--- src/rtl/csr_timer_int.sv ---
// Timer/interrupt CSR slice: ECFG.LIE, ESTAT.IS, TID/TCFG/TVAL/TICLR, has_int for ID.
// Latency: reads are combinational; writes, HWI/IPI sampling and timer fire land next cycle.
// Backpressure: none, a CSR access completes in the cycle it is presented. Optional CSR_TIMER_PRESCALE_EN.
module csr_timer_int #(
    parameter int          TIMER_W   = 32,
    parameter int          HW_INT_N  = 8,
    parameter logic [31:0] TID_RESET = 32'h0
`ifdef CSR_TIMER_PRESCALE_EN
    ,
    parameter int          PRESCALE  = 4
`endif
) (
    input  logic                clk,
    input  logic                resetn,
    input  logic                csr_re,
    input  logic [13:0]         csr_num,
    output logic [31:0]         csr_rvalue,
    input  logic                csr_we,
    input  logic [31:0]         csr_wmask,
    input  logic [31:0]         csr_wvalue,
    input  logic [HW_INT_N-1:0] hw_int_in,
    input  logic                ipi_int_in,
    input  logic                crmd_ie,
    output logic [12:0]         estat_is,
    output logic                timer_int,
    output logic                has_int
);

    localparam logic [13:0] CSR_ECFG  = 14'h04;
    localparam logic [13:0] CSR_ESTAT = 14'h05;
    localparam logic [13:0] CSR_TID   = 14'h40;
    localparam logic [13:0] CSR_TCFG  = 14'h41;
    localparam logic [13:0] CSR_TVAL  = 14'h42;
    localparam logic [13:0] CSR_TICLR = 14'h44;
    localparam logic [12:0] LIE_MASK  = 13'h1bff;

    logic [12:0]          lie;
    logic [1:0]           is_sw;
    logic [HW_INT_N-1:0]  is_hw;
    logic                 is_ti;
    logic                 is_ipi;
    logic [31:0]          tid;
    logic [TIMER_W-1:0]   tcfg;
    logic [TIMER_W-1:0]   counter;
    logic                 armed;

    logic wr_ecfg, wr_estat, wr_tid, wr_tcfg, wr_ticlr;
    logic tick, fire;
    logic [TIMER_W-1:0] tcfg_new;
    logic [TIMER_W-1:0] reload_val;

    assign wr_ecfg  = csr_we && (csr_num == CSR_ECFG);
    assign wr_estat = csr_we && (csr_num == CSR_ESTAT);
    assign wr_tid   = csr_we && (csr_num == CSR_TID);
    assign wr_tcfg  = csr_we && (csr_num == CSR_TCFG);
    assign wr_ticlr = csr_we && (csr_num == CSR_TICLR) && csr_wmask[0] && csr_wvalue[0];

    assign tcfg_new   = (csr_wmask[TIMER_W-1:0] & csr_wvalue[TIMER_W-1:0])
                      | (~csr_wmask[TIMER_W-1:0] & tcfg);
    assign reload_val = {tcfg[TIMER_W-1:2], 2'b00};

`ifdef CSR_TIMER_PRESCALE_EN
    localparam int PW = (PRESCALE > 2) ? $clog2(PRESCALE) : 1;
    localparam logic [PW-1:0] PRE_MAX = PW'(PRESCALE - 1);
    logic [PW-1:0] pre_cnt;

    assign tick = (pre_cnt == PRE_MAX);

    always_ff @(posedge clk or negedge resetn) begin
        if (!resetn)      pre_cnt <= '0;
        else if (wr_tcfg) pre_cnt <= '0;
        else if (tick)    pre_cnt <= '0;
        else              pre_cnt <= pre_cnt + PW'(1);
    end
`else
    assign tick = 1'b1;
`endif

    // A TCFG write in the same cycle as counter==0 suppresses the fire.
    assign fire = armed && tick && !wr_tcfg && (counter == '0);

    always_ff @(posedge clk or negedge resetn) begin
        if (!resetn) begin
            lie     <= '0;
            is_sw   <= '0;
            is_hw   <= '0;
            is_ti   <= 1'b0;
            is_ipi  <= 1'b0;
            tid     <= TID_RESET;
            tcfg    <= '0;
            counter <= '0;
            armed   <= 1'b0;
        end else begin
            is_hw  <= hw_int_in;
            is_ipi <= ipi_int_in;
            if (wr_ecfg)
                lie <= ((csr_wmask[12:0] & csr_wvalue[12:0]) | (~csr_wmask[12:0] & lie)) & LIE_MASK;
            if (wr_estat)
                is_sw <= (csr_wmask[1:0] & csr_wvalue[1:0]) | (~csr_wmask[1:0] & is_sw);
            if (wr_tid)
                tid <= (csr_wmask & csr_wvalue) | (~csr_wmask & tid);

            if (wr_tcfg) begin
                tcfg    <= tcfg_new;
                counter <= {tcfg_new[TIMER_W-1:2], 2'b00};
                armed   <= tcfg_new[0];
            end else if (armed && tick) begin
                if (counter != '0)
                    counter <= counter - TIMER_W'(1);
                else if (tcfg[1])
                    counter <= reload_val;
                else
                    armed <= 1'b0;
            end

            // Fire has priority over a same-cycle TICLR clear.
            if (fire)          is_ti <= 1'b1;
            else if (wr_ticlr) is_ti <= 1'b0;
        end
    end

    always_comb begin
        estat_is = '0;
        estat_is[1:0] = is_sw;
        estat_is[2 +: HW_INT_N] = is_hw;
        estat_is[11] = is_ti;
        estat_is[12] = is_ipi;
    end

    assign timer_int = is_ti;
    assign has_int   = crmd_ie & (|(estat_is & lie));

    always_comb begin
        csr_rvalue = '0;
        if (csr_re) begin
            case (csr_num)
                CSR_ECFG:  csr_rvalue[12:0] = lie;
                CSR_ESTAT: csr_rvalue[12:0] = estat_is;
                CSR_TID:   csr_rvalue = tid;
                CSR_TCFG:  csr_rvalue[TIMER_W-1:0] = tcfg;
                CSR_TVAL:  csr_rvalue[TIMER_W-1:0] = counter;
                default:   csr_rvalue = '0;
            endcase
        end
    end

endmodule

--- config.mk ---
export PLATFORM = sky130hd
export DESIGN_NAME = csr_timer_int
export DESIGN_NICKNAME = d
export VERILOG_FILES = /design/src/rtl/csr_timer_int.sv
export SDC_FILE = /design/constraint.sdc
export NUM_CORES = 1
export LEC_CHECK = 0
export BUFFER_PORTS_ARGS = -buffer_cell sky130_fd_sc_hd__buf_2
export CAP_MARGIN = 5
export CORE_MARGIN = 3
export CORE_UTILIZATION = 45
export CTS_CLUSTER_SIZE = 40
export DETAILED_ROUTE_END_ITERATION = 7
export GPL_TIMING_DRIVEN = 0
export PLACE_DENSITY_LB_ADDON = 0.25
export SETUP_SLACK_MARGIN = 0.4
export SLEW_MARGIN = 15
export SYNTH_ARGS = -nofsm -noshare
export SYNTH_HDL_FRONTEND = slang
export SYNTH_SLANG_ARGS = --single-unit
--- constraint.sdc ---
create_clock -name clk -period 2.9 [get_ports clk]
set_clock_uncertainty 0.15 [all_clocks]
set_input_delay 0.58 -clock clk [delete_from_list [all_inputs] [get_ports clk]]
set_output_delay 0.58 -clock clk [all_outputs]
set_load 0.005 [all_outputs]
==> impl_metrics.json <==
{
  "criticalPathCategory": "primary input to output pin",
  "yosys.area.top_type_share_pct": 41.3,
  "route.detailed.drc": 0,
  "synth_area_leaders": "dfrtp_1 (41%), mux2_2 (12%), nand2_1 (7.1%), mux2i_1 (4.1%), a21oi_1 (3.5%)",
  "final_common_cell": "buf_2",
  "syn_inst": 786,
  "final_cells": 1245,
  "arrival_ps": 2430,
  "cap_violations": 0,
  "num_vias": 7749,
  "first_global_vias": 7458,
  "io_buffers": 136,
  "p_leak_nw": 4.93,
  "drive_above_1_share_pct": 49.5,
  "violations": "negative setup slack",
  "dieArea_um2": 17800,
  "hold_path_class": "primary input to register",
  "mostFrequentLayoutCells": "buf_2 (131), nand2_1 (116), dfrtp_1 (114)",
  "track_usage_pct": 29.0,
  "synth_nets": 880,
  "drtPass1Iterations": 5,
  "drtIter0Drc": 878,
  "cts_buffers": 17,
  "path_cells": "buf_8 -> nor4_4 -> nand4b_1 -> buf_4 -> nor3_4 -> buf_4 -> buf_6 -> a22o_1 -> nand2_1 -> a21oi_2 -> buf_2",
  "worstMarginPinSlew_ps": 902,
  "worstSkewPairLatency_ps": 430,
  "period_minus_slack_ps": 3160,
  "cp-start-kind": "primary input",
  "synth-seq-area-share_pct": 41.3,
  "htreeDepth": 4,
  "path_buf_inv": 5,
  "power_density_nw_per_um2": 398,
  "dpl.cell_count": 1139,
  "finalSetupViolCount": 38,
  "end_kind": "output pin",
  "grt_max_degree": 71,
  "fin_crit_sh_pct": 109,
  "hold_viol": 0,
  "syn_area_per_cell_um2": 9.32,
  "vdd_drop_max_uv": 378,
  "synthArstFlopShare_pct": 100,
  "antenna_left": 0,
  "cts_sinks": 121,
  "slew_violations": 0,
  "path_max_fanout": 5,
  "path_common_cell": "buf_4",
  "clockBufferDepth": 2,
  "grt_pass1_wl_um": 40600,
  "die_w_um": 134,
  "grt_antenna_before_repair": 0,
  "start_util_pct": 46.1,
  "clk_pin_slew_worst_paths_ps": 60,
  "grt_overflow": 0,
  "layout_setup_ws_ps": -256,
  "cp.required_ps": 2170,
  "hpwl_um": 17100,
  "root_buffer": "clkbuf_16",
  "cp_top_family": "simple AND/OR/NAND/NOR gates",
  "diodes": 0,
  "grt_setup_unrepaired": "yes",
  "wire_per_inst_um": 22.4,
  "drt-total-wl_um": 27900,
  "yosysTopAreaCell": "dfrtp_1",
  "synthFlopType": "dfrtp_1",
  "ys_warn_count": 0,
  "synth_cell_types": 57,
  "fin_setup_tns_ps": -5260,
  "clock.fmax_ghz": 0.317,
  "synth_edf_count": 0,
  "cpPeakStageDelay_ps": 320,
  "area_growth_syn_to_layout_pct": 47.3,
  "status": "finished with violations",
  "core_um2": 15900,
  "die_h_um": 134,
  "crit_slowest_cell": "nor4_4",
  "avgViaCountPerCell": 6.22,
  "fp-row-count": 46,
  "relSlewSlack_pct": 39.8,
  "cts_tree": "done",
  "ios": 139,
  "fin_nets": 1111,
  "ys_seq_elements": 121,
  "place_congestion": 0.889,
  "synth_area_um2": 7320
}
-- routing by layer --
metal | routed length, um | vias to the layer above | part of all wire (%) | track usage (%)
met4 | 1460 | 0 | 5.2 | 13.2
met3 | 2400 | 125 | 8.6 | 6.99
met1 | 10700 | 3748 | 38 | 36.7
met2 | 13400 | 475 | 48 | 47.2
li1 | - | 3401 | - | -
met5 | 0 | - | 0 | 0
-- cell usage after synthesis (4+ instances only) --
cell,number
and3_1,5
nand3b_1,6
and2_1,22
o31ai_1,5
mux2i_1,30
nor2_1,31
inv_1,7
a222oi_1,12
or3_1,5
o211ai_1,4
nand2_1,139
o21ai_0,40
a211oi_1,6
nand2b_1,9
nor4_1,18
nor3_1,13
a22o_1,12
o21a_1,8
a21oi_2,9
o221ai_1,11
a31oi_1,8
a21oi_1,51
nor2b_1,5
nand3_1,18
mux2_2,81
a221oi_1,4
clkbuf_1,38
or4_1,7
nand4_1,16
dfrtp_1,121
-- final timing paths --
check | from | end | slack, ps | depth (start not counted)
min in group asynchronous | resetn | asynchronous set/reset pin | 530 | 2
max in group asynchronous | resetn | counter[7] | 1330 | 3
hold reg to reg | register | register | 350 | 1
setup reg to reg | counter[24] | counter[26] | -40 | 8
setup / recovery | csr_num[10] | csr_rvalue[2] | -260 | 11
hold / removal | hw_int_in[0] | is_hw[0] | 100 | 1
-- final cells by class --
class | count | area [um2]
fill | 1199 | 5090
timing repair buffer | 212 | 1530
sequential | 121 | 3040
inverter | 7 | 26.3
multi-input combinational | 611 | 4850
buffer | 47 | 439
clock buffer | 24 | 502
clock inverter | 7 | 138
tap | 216 | 270
-- worst register-to-register path: stages (launching register included) --
cell and delay, ps:
dfrtp_1 370, buf_6 120, or4_4 570, buf_4 180, nor4_1 390, o2111ai_2 340
buf_2 330, o221ai_1 250, a21oi_1 110
-- timing repair --
item                                    in CTS  in global routing
cloned                                       8                  1
pin swaps                                   35                 36
setup buffers                               37                 28
hold buffers                                 1                  0
gates resized for setup                    135                120
endpoints found under the hold margin       51                  0
endpoints found under the setup margin      92                 78
-- power by group --
| group | total (W) | switching (W) | internal, W | leakage [nW] |
|---|---|---|---|---|
| combinational | 0.000269 | 0.000156 | 0.000113 | 2.99 |
| sequential | 0.00171 | 0.0000108 | 0.00170 | 1.63 |
| clock | 0.00232 | 0.000775 | 0.00154 | 0.312 |
-- metrics by stage --
stage	total power, W	hold WS, ps	utilization, %	instance area (um2)	setup slack [ps]
global placement	0.00196	320	53.8	8550	-658
floorplan	0.00180	134	-	7600	185
global route	0.00441	95.8	67.9	10800	-397
finish	0.00430	104	67.9	10800	-256
CTS	0.00430	92.5	63.7	10100	-168
detailed placement	0.00197	343	54.0	8580	-686
-- cells by family after synthesis --
family / share of synthesized area (%)
compound gates: 16.9
xor+xnor: 0.239
fa+ha+maj: 0.342
buf+inv: 3.40
flops: 41.3
mux: 16.6
other cells: 0.0512
simple gates: 21.2
(Power assumes the default switching activity.)
